$ cat src/rtl/sprite_palette_arbiter.sv
// sprite_palette_arbiter: shares one sprite ROM between prioritised layers and
// returns the first opaque palette index (or the background index) per pixel.
module sprite_palette_arbiter #(
  parameter int NUM_LAYERS = 4,
  parameter int ADDR_W = 12,
  parameter int IDX_W = 4,
  parameter logic [IDX_W-1:0] TRANSPARENT_IDX = IDX_W'('hB),
  parameter logic [IDX_W-1:0] BG_IDX = '0,
  localparam int LW = NUM_LAYERS > 1 ? $clog2(NUM_LAYERS) : 1
) (
  input  logic                         Clk,
  input  logic                         Reset_n,
  input  logic                         in_valid,
  output logic                         in_ready,
  input  logic [NUM_LAYERS-1:0]        layer_hit,
  input  logic [NUM_LAYERS*ADDR_W-1:0] layer_addr,
  output logic                         rom_rd,
  output logic [ADDR_W-1:0]            rom_addr,
  input  logic [IDX_W-1:0]             rom_data,
  output logic                         out_valid,
  input  logic                         out_ready,
  output logic [IDX_W-1:0]             out_idx,
  output logic [LW-1:0]                out_layer,
  output logic                         out_bg
);
  localparam logic [1:0] IDLE  = 2'd0;
  localparam logic [1:0] ISSUE = 2'd1;
  localparam logic [1:0] CHECK = 2'd2;
  localparam logic [1:0] OUT   = 2'd3;

  logic [1:0]                   state;
  logic [NUM_LAYERS-1:0]        pending;
  logic [NUM_LAYERS-1:0]        pend_left;
  logic [NUM_LAYERS*ADDR_W-1:0] addr_q;
  logic [LW-1:0]                cur;

  // cur is the lowest-numbered pending layer; pending holds still between ISSUE and CHECK
  always_comb begin
    cur = '0;
    for (int i = NUM_LAYERS - 1; i >= 0; i--)
      if (pending[i]) cur = LW'(i);
  end

  assign pend_left = pending & ~(NUM_LAYERS'(1) << cur);
  assign in_ready  = Reset_n && state == IDLE;
  assign rom_rd    = state == ISSUE;
  assign rom_addr  = state == ISSUE ? addr_q[cur*ADDR_W +: ADDR_W] : '0;
  assign out_valid = state == OUT;

  always_ff @(posedge Clk or negedge Reset_n) begin
    if (!Reset_n) begin
      state     <= IDLE;
      pending   <= '0;
      addr_q    <= '0;
      out_idx   <= '0;
      out_layer <= '0;
      out_bg    <= 1'b0;
    end else begin
      case (state)
        IDLE: if (in_valid) begin
          pending <= layer_hit;
          addr_q  <= layer_addr;
          if (layer_hit == '0) begin
            out_idx   <= BG_IDX;
            out_layer <= '0;
            out_bg    <= 1'b1;
            state     <= OUT;
          end else begin
            state <= ISSUE;
          end
        end
        ISSUE: state <= CHECK;
        CHECK: if (rom_data != TRANSPARENT_IDX) begin
          out_idx   <= rom_data;
          out_layer <= cur;
          out_bg    <= 1'b0;
          state     <= OUT;
        end else begin
          pending <= pend_left;
          if (pend_left != '0) begin
            state <= ISSUE;
          end else begin
            out_idx   <= BG_IDX;
            out_layer <= '0;
            out_bg    <= 1'b1;
            state     <= OUT;
          end
        end
        default: if (out_ready) state <= IDLE;
      endcase
    end
  end
endmodule
$ cat config.mk
export PLATFORM = sky130hd
export DESIGN_NAME = sprite_palette_arbiter
export DESIGN_NICKNAME = d
export VERILOG_FILES = /design/src/rtl/sprite_palette_arbiter.sv
export SDC_FILE = /design/constraint.sdc
export NUM_CORES = 1
export LEC_CHECK = 0
export ABC_AREA = 0
export BUFFER_PORTS_ARGS = -buffer_cell sky130_fd_sc_hd__buf_2
export CAP_MARGIN = 10
export CELL_PAD_IN_SITES_DETAIL_PLACEMENT = 0
export CELL_PAD_IN_SITES_GLOBAL_PLACEMENT = 1
export CORE_MARGIN = 8
export CORE_UTILIZATION = 30
export CTS_BUF_LIST = sky130_fd_sc_hd__clkbuf_16
export DETAILED_ROUTE_END_ITERATION = 6
export GPL_TIMING_DRIVEN = 0
export PLACE_DENSITY_LB_ADDON = 0.1
export REMOVE_ABC_BUFFERS = 1
export SYNTH_ARGS = -nofsm -noshare
export SYNTH_HDL_FRONTEND = slang
export SYNTH_SLANG_ARGS = --single-unit
$ cat constraint.sdc
create_clock -name Clk -period 2.69 [get_ports Clk]
set_clock_uncertainty 0.15 [all_clocks]
set_input_delay 0 -clock Clk [delete_from_list [all_inputs] [get_ports Clk]]
set_output_delay 0 -clock Clk [all_outputs]
set_load 0.1 [all_outputs]
* After elaboration in Yosys (flattened, before gate mapping)
Cells that the tools add are included.
** Cells by class
- $mul :: 1
- Eq/ne operators :: 8
- Shifts and indexed selects :: 2
- Mux-type cells :: 29
- Bitwise gates (word level) :: 2
- Reductions and logical operators :: 10
** Operator list (number)
- $shiftx A48 B7 Y12 :: 1
- $mux W2 :: 13
- $mux W4 :: 6
- $pmux W4 S2 :: 2
- $mux W12 :: 1
- $reduce_bool A4 Y1 :: 2
- $pmux W2 S3 :: 1
- $and A4 B4 Y4 :: 1
- $eq A2 B2 Y1 const B :: 2
- $logic_not A4 Y1 :: 1
- $mul A2 B2 Y4 const B :: 1
- $mux W1 :: 4
- $ne A2 B2 Y1 const B :: 2
- $ne A4 B4 Y1 const B :: 1
- $not A4 Y4 :: 1
- $pmux W2 S2 :: 1
- $reduce_and A2 Y1 :: 2
- $reduce_and A4 Y1 :: 1
- $shl A1 B2 Y4 const A :: 1
- $ne A3 B3 Y1 const B :: 1
- $reduce_and A3 Y1 :: 1
- $eq A2 B1 Y1 const B :: 1
- $logic_not A2 Y1 :: 1
- $ne A2 B1 Y1 const B :: 1
- other kinds (3) :: 3
** Storage, ports and cells
- Register bits :: 61
- Input port bits :: 60
- Output and inout port bits :: 22
- Logic and storage cells :: 58

* Logic depth before layout (Yosys ltp)
- Depth after elaboration :: 11
- Gate-level depth with buffers :: 6
- Mapped depth without buffers :: 5

* Least setup slack after synthesis
No wires, ideal clock.
- Kind :: flip-flop to output port
- From :: register state[1]
- To :: output rom_addr[0]
- Arrival time :: 3.088 ns
- Data required time :: 2.540 ns
- Setup slack :: -0.548 ns
- Stages on the path, launching flop included :: 7
- Buffers on the path :: 1
- Cells stage by stage :: dfrtp_1 -> inv_2 -> nand2_1 -> inv_1 -> nand2_1 -> buf_2 -> o22ai_1
** On the way
- Cells in the longest elaborated chain, start to end :: 2
** RTL lines
- start: declaration :: line 31 : logic [1:0] state;
- start signal: assignment :: line 52 : state <= IDLE;
- start signal: assignment :: line 67 : state <= OUT;
- start signal: assignment :: line 69 : state <= ISSUE;
- $eq A2 B1 Y1
- named net rom_rd :: line 17 : output logic rom_rd,
- $mux W12 :: line 47 : assign rom_addr = state == ISSUE ? addr_q[cur*ADDR_W +: ADDR_W] : '0;
- end: declaration :: line 18 : output logic [ADDR_W-1:0] rom_addr,
The timed path passes the listed nets, and every way through them passes these cells.

* Worst setup path after layout
- From :: register state[1]
- To :: output rom_addr[6]
** On the way
- Cells in the longest elaborated chain, start to end :: 2
** RTL lines (line)
- $eq A2 B1 Y1 :: 47
- $mux W12 :: 47
Every way passes these cells.

==> results.toml <==
[run_status]
status = "complete, no violations"

[setup_path]
path_max_fanout = 15
crit_path_end_kind = "output pin"
cpPeakStageDelay_ns = 0.56
slowest_stage = "dfrtp_1"
path_cells = "inv_2 > nand2_2 > inv_1 > nand2_2 > o22ai_1 > buf_4"
crit_arrival_ns = 2.32
start_kind = "flip-flop"
critPathBufInv = 3
path_class = "flip-flop to output pin"
critPathTopFamily = "buffers and inverters"
cpMostUsedCell = "nand2_2"
crit_required_ns = 2.54

[route]
drt_first_pass_iters = 4
drc = 0
drtIter0Drc = 74
drt-met1-wl_um = 3700
vias_per_cell = 4.72
wl_met2_um = 3660
antenna_left = 0
maxUsedRoutingLayer = "met4"
dr_wl_met3_um = 335
wl_um = 7790
routed-via-count = 2270
wl_per_cell_um = 16.2

[sta]
worst_slew_pin_slew_ns = 0.819
finalHoldViolations = 0
final.setup.tns_ns = 0
fin_crit_ns = 2.47
maxSlewHeadroom_pct = 45.4
fmax_mhz = 405
layout_worst_path_cycle_share_pct = 91.8
drv_slew = 0
setup-violations-final = 0
rsz0062_at_grt = "no"

[die]
die_h_um = 113
io-pin-count = 82
row_count = 35
die-area_um2 = 12800
fp.dieW_um = 113
initial_core_util_pct = 30.9
coreArea_um2 = 9200

[clocking]
htreeDepth = 3
clkLatencyLatePin_ns = 0.32
clk_pin_slew_ns = 0.05
cts-root-buf = "clkbuf_16"
cts_tree = "built"
cts_sinks = 61
cts_buffers = 9
clk_path_buf_depth = 2

[layout]
nNetsFinal = 427
stdcell_count = 481
fillers = 860
register_area_um2 = 1530
diodes = 0
area_delta_synth_final_pct = 50.4
multiInputGateArea_um2 = 1240
drive_gt1_share_pct = 29.2

[place]
place_congestion = 0.735
io_buffers = 81
post-place-cells = 403
hpwl_um = 5080

[global_routing]
grt_start_max_net_pins = 63
antenna_found_initial = 0
gr-total-overflow = 0
grt_pass1_vias = 2486
grtUsageTotal_pct = 13.1
grt_pass1_wl_um = 13100

[synth]
yosys_warnings = 0
syn_area_um2 = 2840
ys_types = 35
synth.area.mux_share_pct = 23.2
synth_compound_area_share_pct = 13.4
yosys.area_share.adder_pct = 0.396
synth_commonest_cells = "61 x dfrtp_1, 48 x mux2_1, 14 x o22ai_1"
synth_top_area_share_pct = 53.7
synth_top_family_by_area = "multiplexers"
synthTopCellsByArea = "dfrtp_1 54%, mux2_1 19%, mux2i_1 4.2%"
syn_avg_cell_area_um2 = 12.8
netlist_instances = 222
yosysSeqAreaShare_pct = 53.7
synthArstFlopShare_pct = 100
ys_ff_latch = 61
synth-xor-area-share_pct = 0
synth_ff_type = "dfrtp_1"
synth_edf_count = 0
synth-simple-area-share_pct = 5.72
synth.largest_area_cell = "dfrtp_1"
yosysMostFrequentCell = "dfrtp_1"

[power_and_ir_drop]
p_sw_w = 0.00272
p_int_w = 0.00293
powerDensity_nw_per_um2 = 1320
p_comb_share_pct = 52.1
total_leakage_power_nw = 1.94
ir_worst_vdd_v = 0.000830
swShare_pct = 48.2
seq_power_share_pct = 30.4
clkPwrFrac_pct = 17.5
power_w = 0.00565

[worst_hold_path]
hp-class = "input port to async pin"

[flow_run]
drv_cap = 0
==> cells in the final DEF (no fill, tap or decap), drive strengths merged <==
cell type	count
o21ai	8
o21bai	1
a21oi	8
nor4b	1
dfrtp	61
or3	1
clkinv	4
mux2i	12
inv	4
a22oi	12
maj3	1
a31oi	2
nand2b	1
and2	2
a22o	3
o22ai	14
dlygate4sd3	62
nor3	2
nand4b	1
nor3b	1
a2bb2oi	1
o2bb2ai	2
nor2b	6
nand2	9
mux2	48
and4b	1
clkinvlp	1
o211ai	1
o21a	2
clkbuf	9
nor2	4
o221ai	1
buf	84
==> routing by layer <==
layer	global-route usage (%)	vias up
met1	16.8	1093
met3	3.57	7
met2	20.2	52
li1	-	1118
met4	5.60	0
met5	0	-
==> power by group through the flow <==
stage          logic (W)  registers, W  clock network (W)
2_1_floorplan    0.00191       0.00198                  0
4_1_cts          0.00297       0.00173            0.00103
3_3_place_gp     0.00277       0.00172                  0
5_1_grt          0.00315       0.00180            0.00107
3_5_place_dp     0.00280       0.00173                  0
6_report         0.00294       0.00172           0.000988
==> path summary, 6_finish.rpt <==
path,slack [ns],cells past startpoint,from,endpoint
max,0.22,6,state[1],rom_addr[6]
min,0.15,2,Reset_n,out_idx[2]
max reg2reg,0.56,4,state[0],addr_q[7]
min reg2reg,0.33,1,addr_q[22],addr_q[22]
max in group asynchronous,1.67,2,Reset_n,addr_q[7]
min in group Clk,0.27,3,layer_addr[2],addr_q[2]
==> metrics by stage <==
| stage | hold slack [ns] | setup slack, ns | cell area (um^2) | util, % |
|---|---|---|---|---|
| after CTS | 0.205 | 0.0886 | 4250 | 46.2 |
| after detailed placement | 0.000866 | -0.0671 | 3340 | 36.3 |
| after floorplan | -0.446 | -0.935 | 2760 | - |
| after global placement | 0.0663 | -2.13 | 3300 | 35.9 |
| after global routing | 0.269 | 0.0363 | 4270 | 46.5 |
| final | 0.150 | 0.219 | 4270 | 46.5 |
==> sequential cells by signal, summed over array words and instances, names as in the netlist <==
name / cells
addr_q: 48
out_bg: 1
out_idx: 4
out_layer: 2
pending: 4
state: 2
==> kinds of logic (layout without fill, tap and decap cells) <==
family,count (synthesis),after routing
buf+inv,16,164
fa+ha+maj,1,1
compound gates,55,55
flops,61,61
simple gates,29,29
mux,60,60
==> layout make-up <==
| type | instances | share of cell area [%] |
|---|---|---|
| multi-input cells | 145 | 29.0 |
| inverters | 4 | 0.351 |
| clock inverters | 5 | 0.703 |
| flip-flops and latches | 61 | 35.8 |
| repair buffers | 146 | 25.7 |
| well taps | 111 | 3.25 |
| clock buffers | 9 | 5.27 |
==> what timing repair did <==
item                       in CTS  in global routing
gates resized for setup        14                  3
pin swaps                       0                  1
setup endpoints to repair      12                  5
hold endpoints to repair      121                  0
setup buffers                   0                  2
hold buffers                   62                  0
(Power assumes the default switching activity.)
